**config.mk**
```make
export PLATFORM = sky130hd
export DESIGN_NAME = multi_wave_gen
export DESIGN_NICKNAME = d
export VERILOG_FILES = /design/src/rtl/multi_wave_gen.sv
export SDC_FILE = /design/constraint.sdc
export NUM_CORES = 1
export LEC_CHECK = 0
export CORE_UTILIZATION = 60
export DETAILED_ROUTE_END_ITERATION = 8
export GPL_ROUTABILITY_DRIVEN = 0
export PLACE_DENSITY = 0.82
export SYNTH_ARGS = -nofsm -noshare
export SYNTH_HDL_FRONTEND = slang
export SYNTH_SLANG_ARGS = --single-unit
export TNS_END_PERCENT = 100
```
**constraint.sdc**
```tcl
create_clock -name clk -period 5.4 [get_ports clk]
set_input_delay 0.81 -clock clk [delete_from_list [all_inputs] [get_ports clk]]
set_output_delay 0.81 -clock clk [all_outputs]
set_load 0.05 [all_outputs]
```
**src/rtl/multi_wave_gen.sv**
```systemverilog
// -----------------------------------------------------------------------------
// multi_wave_gen
//   Registered waveform generator producing a triangle, sawtooth or square
//   wave between 0 and a run-time limit 'top', with single-cycle event pulses.
//
// Ports
//   clk         rising-edge clock, sole clock domain
//   res         asynchronous active-high reset
//   en          run enable; low freezes all state and suppresses pulses
//   mode        00 triangle, 01 sawtooth, 10 square, 11 hold (pause)
//   step        unsigned ramp increment per active cycle
//   top         unsigned upper limit of the output swing
//   d_out       registered waveform sample
//   peak        one-cycle pulse on the cycle d_out becomes top
//   period_end  one-cycle pulse on the cycle d_out returns to 0 ending a period
//   dbg_state   current FSM state (IDLE=0, UP=1, DOWN=2, HIGH=3, LOW=4)
//
// Mode 11 is a pause: it does not count as a mode change, so d_out, state,
// counter and the registered mode all hold, and returning to the previously
// running mode resumes the waveform where it stopped.
// STEP_W must not exceed WIDTH.
// -----------------------------------------------------------------------------
module multi_wave_gen #(
    parameter int WIDTH   = 9,
    parameter int STEP_W  = 4,
    parameter int SQ_HALF = 16
) (
    input  logic              clk,
    input  logic              res,
    input  logic              en,
    input  logic [1:0]        mode,
    input  logic [STEP_W-1:0] step,
    input  logic [WIDTH-1:0]  top,
    output logic [WIDTH-1:0]  d_out,
    output logic              peak,
    output logic              period_end,
    output logic [2:0]        dbg_state
);

    localparam int CW = $clog2(SQ_HALF + 1);

    localparam logic [1:0] M_TRI  = 2'b00;
    localparam logic [1:0] M_SAW  = 2'b01;
    localparam logic [1:0] M_SQ   = 2'b10;
    localparam logic [1:0] M_HOLD = 2'b11;

    typedef enum logic [2:0] {
        S_IDLE = 3'd0,
        S_UP   = 3'd1,
        S_DOWN = 3'd2,
        S_HIGH = 3'd3,
        S_LOW  = 3'd4
    } state_t;

    state_t           state_q, state_d;
    logic [WIDTH-1:0] d_out_q, d_out_d;
    logic             peak_q, peak_d;
    logic             pend_q, pend_d;
    logic [CW-1:0]    cnt_q, cnt_d;
    logic [1:0]       mode_q, mode_d;

    // One extra bit on the ramp arithmetic so d_out + step never wraps.
    logic [WIDTH:0]   cur_ext, top_ext, step_ext, sum;
    logic [WIDTH-1:0] diff;

    assign cur_ext  = {1'b0, d_out_q};
    assign top_ext  = {1'b0, top};
    assign step_ext = (WIDTH + 1)'(step);
    assign sum      = cur_ext + step_ext;
    // Only used when d_out > step, so it cannot underflow.
    assign diff     = d_out_q - step_ext[WIDTH-1:0];

    logic active, restart;
    logic top_zero, over_top, step_zero, sum_ge_top, at_top, le_step;
    logic sq_first, sq_last;

    assign active     = en && (mode != M_HOLD);
    // Leaving IDLE and switching modes both land in the new mode's start state.
    assign restart    = active && ((state_q == S_IDLE) || (mode != mode_q));
    assign top_zero   = (top == '0);
    assign over_top   = (d_out_q > top);
    assign step_zero  = (step == '0);
    assign sum_ge_top = (sum >= top_ext);
    assign at_top     = (d_out_q == top);
    assign le_step    = (cur_ext <= step_ext);
    assign sq_first   = (cnt_q == '0);
    assign sq_last    = (cnt_q == CW'(SQ_HALF - 1));

    // State register
    always_ff @(posedge clk or posedge res) begin
        if (res) begin
            state_q <= S_IDLE;
            d_out_q <= '0;
            peak_q  <= 1'b0;
            pend_q  <= 1'b0;
            cnt_q   <= '0;
            mode_q  <= M_TRI;
        end else begin
            state_q <= state_d;
            d_out_q <= d_out_d;
            peak_q  <= peak_d;
            pend_q  <= pend_d;
            cnt_q   <= cnt_d;
            mode_q  <= mode_d;
        end
    end

    // Next-state logic: FSM state, square half-period counter, registered mode
    always_comb begin
        state_d = state_q;
        cnt_d   = cnt_q;
        mode_d  = mode_q;
        if (restart) begin
            mode_d  = mode;
            cnt_d   = '0;
            state_d = (mode == M_SQ) ? S_HIGH : S_UP;
        end else if (active) begin
            case (state_q)
                S_UP: begin
                    // Only the triangle turns around; the sawtooth stays in UP.
                    if ((mode_q == M_TRI) && !top_zero &&
                        (over_top || (!step_zero && sum_ge_top))) begin
                        state_d = S_DOWN;
                    end
                end
                S_DOWN: begin
                    if (top_zero) begin
                        state_d = S_UP;
                    end else if (!over_top && !step_zero && le_step) begin
                        state_d = S_UP;
                    end
                end
                S_HIGH: begin
                    if (sq_last) begin
                        state_d = S_LOW;
                        cnt_d   = '0;
                    end else begin
                        cnt_d = cnt_q + CW'(1);
                    end
                end
                S_LOW: begin
                    if (sq_last) begin
                        state_d = S_HIGH;
                        cnt_d   = '0;
                    end else begin
                        cnt_d = cnt_q + CW'(1);
                    end
                end
                default: begin
                    state_d = S_IDLE;
                end
            endcase
        end
    end

    // Output logic: next sample and event pulses
    always_comb begin
        d_out_d = d_out_q;
        peak_d  = 1'b0;
        pend_d  = 1'b0;
        if (restart) begin
            d_out_d = '0;
        end else if (active) begin
            case (state_q)
                S_UP, S_DOWN: begin
                    if (top_zero) begin
                        d_out_d = '0;
                    end else if (over_top) begin
                        // top was lowered beneath the current sample
                        d_out_d = top;
                        peak_d  = 1'b1;
                    end else if (!step_zero) begin
                        if (state_q == S_DOWN) begin
                            if (le_step) begin
                                d_out_d = '0;
                                pend_d  = 1'b1;
                            end else begin
                                d_out_d = diff;
                            end
                        end else if ((mode_q == M_SAW) && at_top) begin
                            d_out_d = '0;
                            pend_d  = 1'b1;
                        end else if (sum_ge_top) begin
                            d_out_d = top;
                            peak_d  = 1'b1;
                        end else begin
                            d_out_d = sum[WIDTH-1:0];
                        end
                    end
                end
                S_HIGH: begin
                    d_out_d = top;
                    peak_d  = sq_first && !top_zero;
                end
                S_LOW: begin
                    d_out_d = '0;
                    pend_d  = sq_first && (d_out_q != '0);
                end
                default: begin
                    d_out_d = d_out_q;
                end
            endcase
        end
    end

    assign d_out      = d_out_q;
    assign peak       = peak_q;
    assign period_end = pend_q;
    assign dbg_state  = state_q;

endmodule

```
## After elaboration in Yosys (flattened, before gate mapping)

Cells that the tools add are included.

- Add/subtract/negate cells: 3
- Multipliers: 0
- Div/mod/pow operators: 0
- $lt $le $gt $ge: 3
- Equality and inequality tests: 15
- Shift-type cells: 0
- Multiplexer cells: 41
- Bitwise logic cells: 0
- Reduce and logical (&&, ||, !) cells: 29

Operators by type and width:

| operator | count |
|---|---|
| $mux 9 | 9 |
| $pmux 9 s3 | 1 |
| $mux 3 | 7 |
| $mux 5 | 4 |
| $mux 1 | 16 |
| $pmux 3 s4 | 1 |
| $add 9x4->10 | 1 |
| $ge 10x9->1 | 1 |
| $logic_and 1x1->1 | 10 |
| $eq 9x9->1 | 1 |
| $gt 9x9->1 | 1 |
| $le 9x4->1 | 1 |
| $logic_not 9->1 | 1 |
| $ne 3x3->1 const B | 3 |
| $reduce_bool 9->1 | 1 |
| $sub 9x4->9 | 1 |
| $eq 3x2->1 const B | 2 |
| $add 5x1->5 const B | 1 |
| $eq 5x4->1 const B | 1 |
| $logic_not 5->1 | 1 |
| $ne 5x5->1 const B | 1 |
| $reduce_and 5->1 | 1 |
| $logic_not 4->1 | 1 |
| $ne 4x4->1 const B | 1 |
| other kinds (17) | 23 |

- Register bits after elaboration: 21
- Latch bits: 0
- Bits in writable memories: 0
- Memory bits (read-only): 0
- Bits of input ports: 18
- Word-level logic and storage cells: 97
- Memories kept: 0

## Logic depth before layout (Yosys ltp)

- Word-level depth: 11
- Depth in mapped cells: 15
- Depth with buffers taken out: 15

## Worst setup path after synthesis

Ideal clock, no wire load.

- Kind: input port to flip-flop
- Start point: input port step[2]
- End point: register state_q[0] (netlist: dbg_state[0])
- Library setup time: 0.127 ns
- Arrival time: 3.714 ns
- Path slack: 1.559 ns
- Stages: 15
- Cells stage by stage: inv_1 ha_1 buf_6 nor3b_2 o31a_1 o21ai_0 xnor2_1 ha_1 a211o_1 a21oi_1 o211ai_1 a221o_2 a31oi_1 a311oi_2 mux2_1

- Cells in the longest elaborated chain, start to end: 7
- Elaborated cells between the ends (all ways): 13

RTL lines:

| what | line | source |
|---|---|---|
| from (decl) | 32 | `input logic [STEP_W-1:0] step,` |
| $add 9x4->10 or $logic_not 4->1 (tied branches) | 69, 82 |  |
| $ge 10x9->1 or $logic_not 1->1 (tied branches) | n/a |  |
| $logic_and 1x1->1 | 122 | `(over_top \|\| (!step_zero && sum_ge_top))) begin` |
| $logic_or 1x1->1 | 122 |  |
| $logic_and 1x1->1 | 121 | `if ((mode_q == M_TRI) && !top_zero &&` |
| $ne 3x3->1 (no source line) | n/a |  |
| $reduce_and 5->1 (no source line) * | n/a |  |
| to (signal assigned) | 99 | `state_q <= state_d;` |
| to (decl) | 55 | `state_t state_q, state_d;` |

Every way passes the cells marked *; elsewhere a longest branch is shown, timed or not.
A chain may end at the register's enable or synchronous reset.

## Worst setup path in the final report

- Start point: input port step[2]
- End point: register d_out_q[7] (netlist: d_out[7])

- Cells in the longest elaborated chain, start to end: 11
- Elaborated cells between the ends (all ways): 17

RTL lines:

| what | line | source |
|---|---|---|
| $add 9x4->10 | 69 | `assign sum = cur_ext + step_ext;` |
| $ge 10x9->1 | 83 | `assign sum_ge_top = (sum >= top_ext);` |
| $mux 9 | 183 | `end else if (sum_ge_top) begin` |
| $mux 9 | 180 | `end else if ((mode_q == M_SAW) && at_top) begin` |
| $mux 9 | 173 | `if (state_q == S_DOWN) begin` |
| $mux 9 | 172 | `end else if (!step_zero) begin` |
| $mux 9 | 168 | `end else if (over_top) begin` |
| $mux 9 | 166 | `if (top_zero) begin` |
| $pmux 9 s3 | 164 | `case (state_q)` |
| $mux 9 | 163 | `end else if (active) begin` |
| $mux 9 | 161 | `if (restart) begin` |
| to (signal assigned) | 100 | `d_out_q <= d_out_d;` |
| to (decl) | 56 | `logic [WIDTH-1:0] d_out_q, d_out_d;` |

Parallel ways exist; a longest one is shown, timed or not. The select of a mux whose other input is x is not followed.

==> results by group <==
Critical path
  – Crit path launch type: input pin
  – WP data arrival: 4.66 ns
  – Delay of the slowest critical-path stage: around 0.65 ns
  – Crit-path slowest cell: a221oi_2
  – Worst EP required: between 5 and 6 ns
  – Crit-path cells: clkdlybuf4s50_1 -> inv_1 -> ha_1 -> nor3b_2 -> o31a_1 -> o21ai_0 -> xnor2_1 -> ha_1 -> a211o_1 -> a21oi_1 -> o211ai_1 -> a221oi_2 -> mux2i_1 -> o211ai_1 -> a22o_1
  – Setup Crit Path Kind: in2reg
  – Crit end category: flip-flop
  – CP max FO: 9

Synthesis
  – Synth top area share: just under 20%
  – Synth Cell Area: 2650 µm²
  – #FFs+latches synth: 21
  – Syn nets: 380
  – Sequential area share after synthesis: roughly a fifth
  – Mapped Avg Cell Area: 7.97 µm²
  – Commonest cells in the netlist: nand2_1 (30), ha_1 (28), nor2_1 (28)
  – Most numerous cell in the Yosys netlist: nand2_1
  – Top cells by area, synth: dfrtp_1 (20%), ha_1 (13%), a21oi_1 (4.3%), nand2_1 (4.3%), nor2_1 (4.0%)
  – Ys flop type: dfrtp_1
  – Async SR Flop Fraction: 100%
  – Synth Instances: approximately 330
  – Largest area contributor in the netlist: dfrtp_1
  – Post-synth EDFFs: 0
  – Yosys warns: 0
  – Distinct cells, synth: 70

Clocking
  – # clock sinks: 21
  – CTS tree: done
  – CTS max path bufs: 2
  – Hold-fix buffers, CTS: 0
  – Clock root cell: clkbuf_8
  – CTS H-tree lvls: 1
  – Clk_lat worst skew: 0.26 ns
  – Reg clk slew, reported paths: around 0.08 ns
  – Post-CTS Resized: 0
  – Total CTS buffers: 3
  – Post-CTS setup buffers: 0

Timing
  – Max-slew violation count: 0
  – Hold Violations, Final: 0
  – Fin crit share: 83.5%
  – Fmax: between 200 and 250 MHz
  – Worst-margin pin slew: 0.795 ns
  – Min Tclk post-route: roughly 4.5 ns
  – Final TNS setup: 0 ns
  – Setup-failing EPs final: 0
  – Max_slew headroom: roughly 47%
  – Final Hold Slack: about 0.55 ns
  – RSZ-0062 raised after global routing: false
  – Clk_skew: about 0.0016 ns

Power
  – VDD IR-drop max: between 300 and 400 µV
  – Power Density: 482 nW/µm²
  – P_leak: roughly 1.3 nW

Drt
  – WL per Instance: between 15 and 20 µm
  – Residual DRC: 0
  – Drt pass-1 iters: 8
  – Initial drt markers: 227
  – ANT nets after route: 0
  – Via density: about 6.7
  – Via count: between 2000 and 3000
  – Drt total wl: 7390 µm

GRT
  – First-pass GRT wire length: roughly 12000 µm
  – Largest net degree at the start of global routing: 22
  – Vias in the first global route: between 2000 and 2500
  – Total gr overflow: 0
  – Gr usage total: 34.2%
  – Antenna violations before repair: 0

Layout
  – Nets: just over 400
  – Syn-to-layout area delta: 12.7%
  – Fraction of layout cells with a size suffix above 1: between 6 and 7%
  – Antenna diode count: 0

Run status
  – Outcome: finished, final reports clean

Floorplan
  – CORE AREA: between 4000 and 5000 µm²
  – Total Die Area: around 4700 µm²
  – I/O pins: 32
  – Die Y: 68.4 µm
  – Row cnt: 23
  – Initial Utilization: about 64%
  – Die outline width: a little under 70 µm

Hold path
  – Worst min path class: reg2reg

Placement
  – IO Port Bufs: 31
  – DP Wirelength: 5850 µm

Flow run
  – Max-capacitance violation count: 0
## cell type report
type                       count  area, µm²
clock inverter                 1       5.00
multi-input combinational    276       1950
timing repair buffer          31        310
inverter                      24       90.1
clock buffer                   3       41.3
fill                         355       1130
tap                           50       62.6
sequential                    21        526
## sequential cells by signal (all words and copies together), names as in the netlist
register,flops
cnt_q,5
d_out,9
dbg_state,3
mode_q,2
peak,1
period_end,1
## worst max-delay path: cells and delay by family
kind	cells	cell delay, ns
buffers and inverters	2	0.59
AO/OA/AOI/OAI	8	2.00
adder cells (fa/ha/maj)	2	0.73
AND/OR/NAND/NOR	1	0.10
XOR/XNOR	1	0.17
multiplexers	1	0.26
## placed cells by master (no fill, tap or decap), types with 3 or more instances in the layout
cell type        netlist  final
inv_1                 24     24
dfrtp_1               21     21
xnor2_1                9      9
xor2_1                 9      9
clkbuf_8               1      3
nand2b_1               4      4
o21a_1                 3      3
o2111ai_1              3      3
a211oi_1               4      4
o31ai_1                5      5
a21oi_1               23     23
a31o_2                 3      3
o211ai_1               7      7
clkdlybuf4s50_1        0     31
nand2_1               30     30
nor2_1                28     28
a22o_1                 6      6
nand4_1                5      5
o21ai_0               12     12
nor2b_1                3      3
ha_1                  28     28
nor4_1                 6      6
nand3_1               16     16
nor3_1                14     14
mux2i_1                7      7
## path summary, 6_finish.rpt
| kind | startpoint | to | slack, ns | depth (start not counted) |
|---|---|---|---|---|
| max | step[2] | d_out[7]$_DFFE_PP0P_ | 0.89 | 15 |
| min | cnt_q[4]$_DFFE_PP0P_ | cnt_q[4]$_DFFE_PP0P_ | 0.55 | 1 |
| max reg2reg | d_out[2]$_DFFE_PP0P_ | d_out[7]$_DFFE_PP0P_ | 1.48 | 13 |
| min reg2reg | cnt_q[4]$_DFFE_PP0P_ | cnt_q[4]$_DFFE_PP0P_ | 0.55 | 1 |
| max in group asynchronous | res | d_out[1]$_DFFE_PP0P_ | 3.92 | 2 |
| min in group asynchronous | res | cnt_q[1]$_DFFE_PP0P_ | 0.99 | 2 |
## cells by family (layout without fill, tap and decap cells)
| logic type | after synthesis | after routing | share of synthesized area (%) |
|---|---|---|---|
| compound gates | 87 | 87 | 23.3 |
| xor+xnor | 18 | 18 | 5.95 |
| fa+ha+maj | 30 | 30 | 14.7 |
| buf+inv | 35 | 59 | 6.57 |
| flops | 21 | 21 | 19.8 |
| mux | 10 | 10 | 3.92 |
| simple gates | 131 | 131 | 25.7 |
## per-layer routing
metal	part of all wire, %	track usage, %
met3	9.9	6.17
met2	43	54.0
met4	3.0	10.4
met1	44	46.6
met5	0	0
## power breakdown
part | switching (mW) | internal, mW
Combinational | 0.632 | 0.409
Sequential | 0.0969 | 0.192
Clock | 0.0546 | 0.0515
Total | 0.784 | 0.653
## per-stage QoR
stage               instances  utilization, %  area, µm²  setup WS, ns  power [mW]
global placement          402            71.4       2940         0.762        1.29
detailed placement        402            71.4       2940         0.677        1.30
finish                    406            72.5       2980         0.891        1.44
CTS                       406            72.5       2980         0.934        1.41
floorplan                 332               -       2650          1.56        1.06
global route              406            72.5       2980         0.659        1.54
Note: power is estimated with default switching activity, not from simulation.
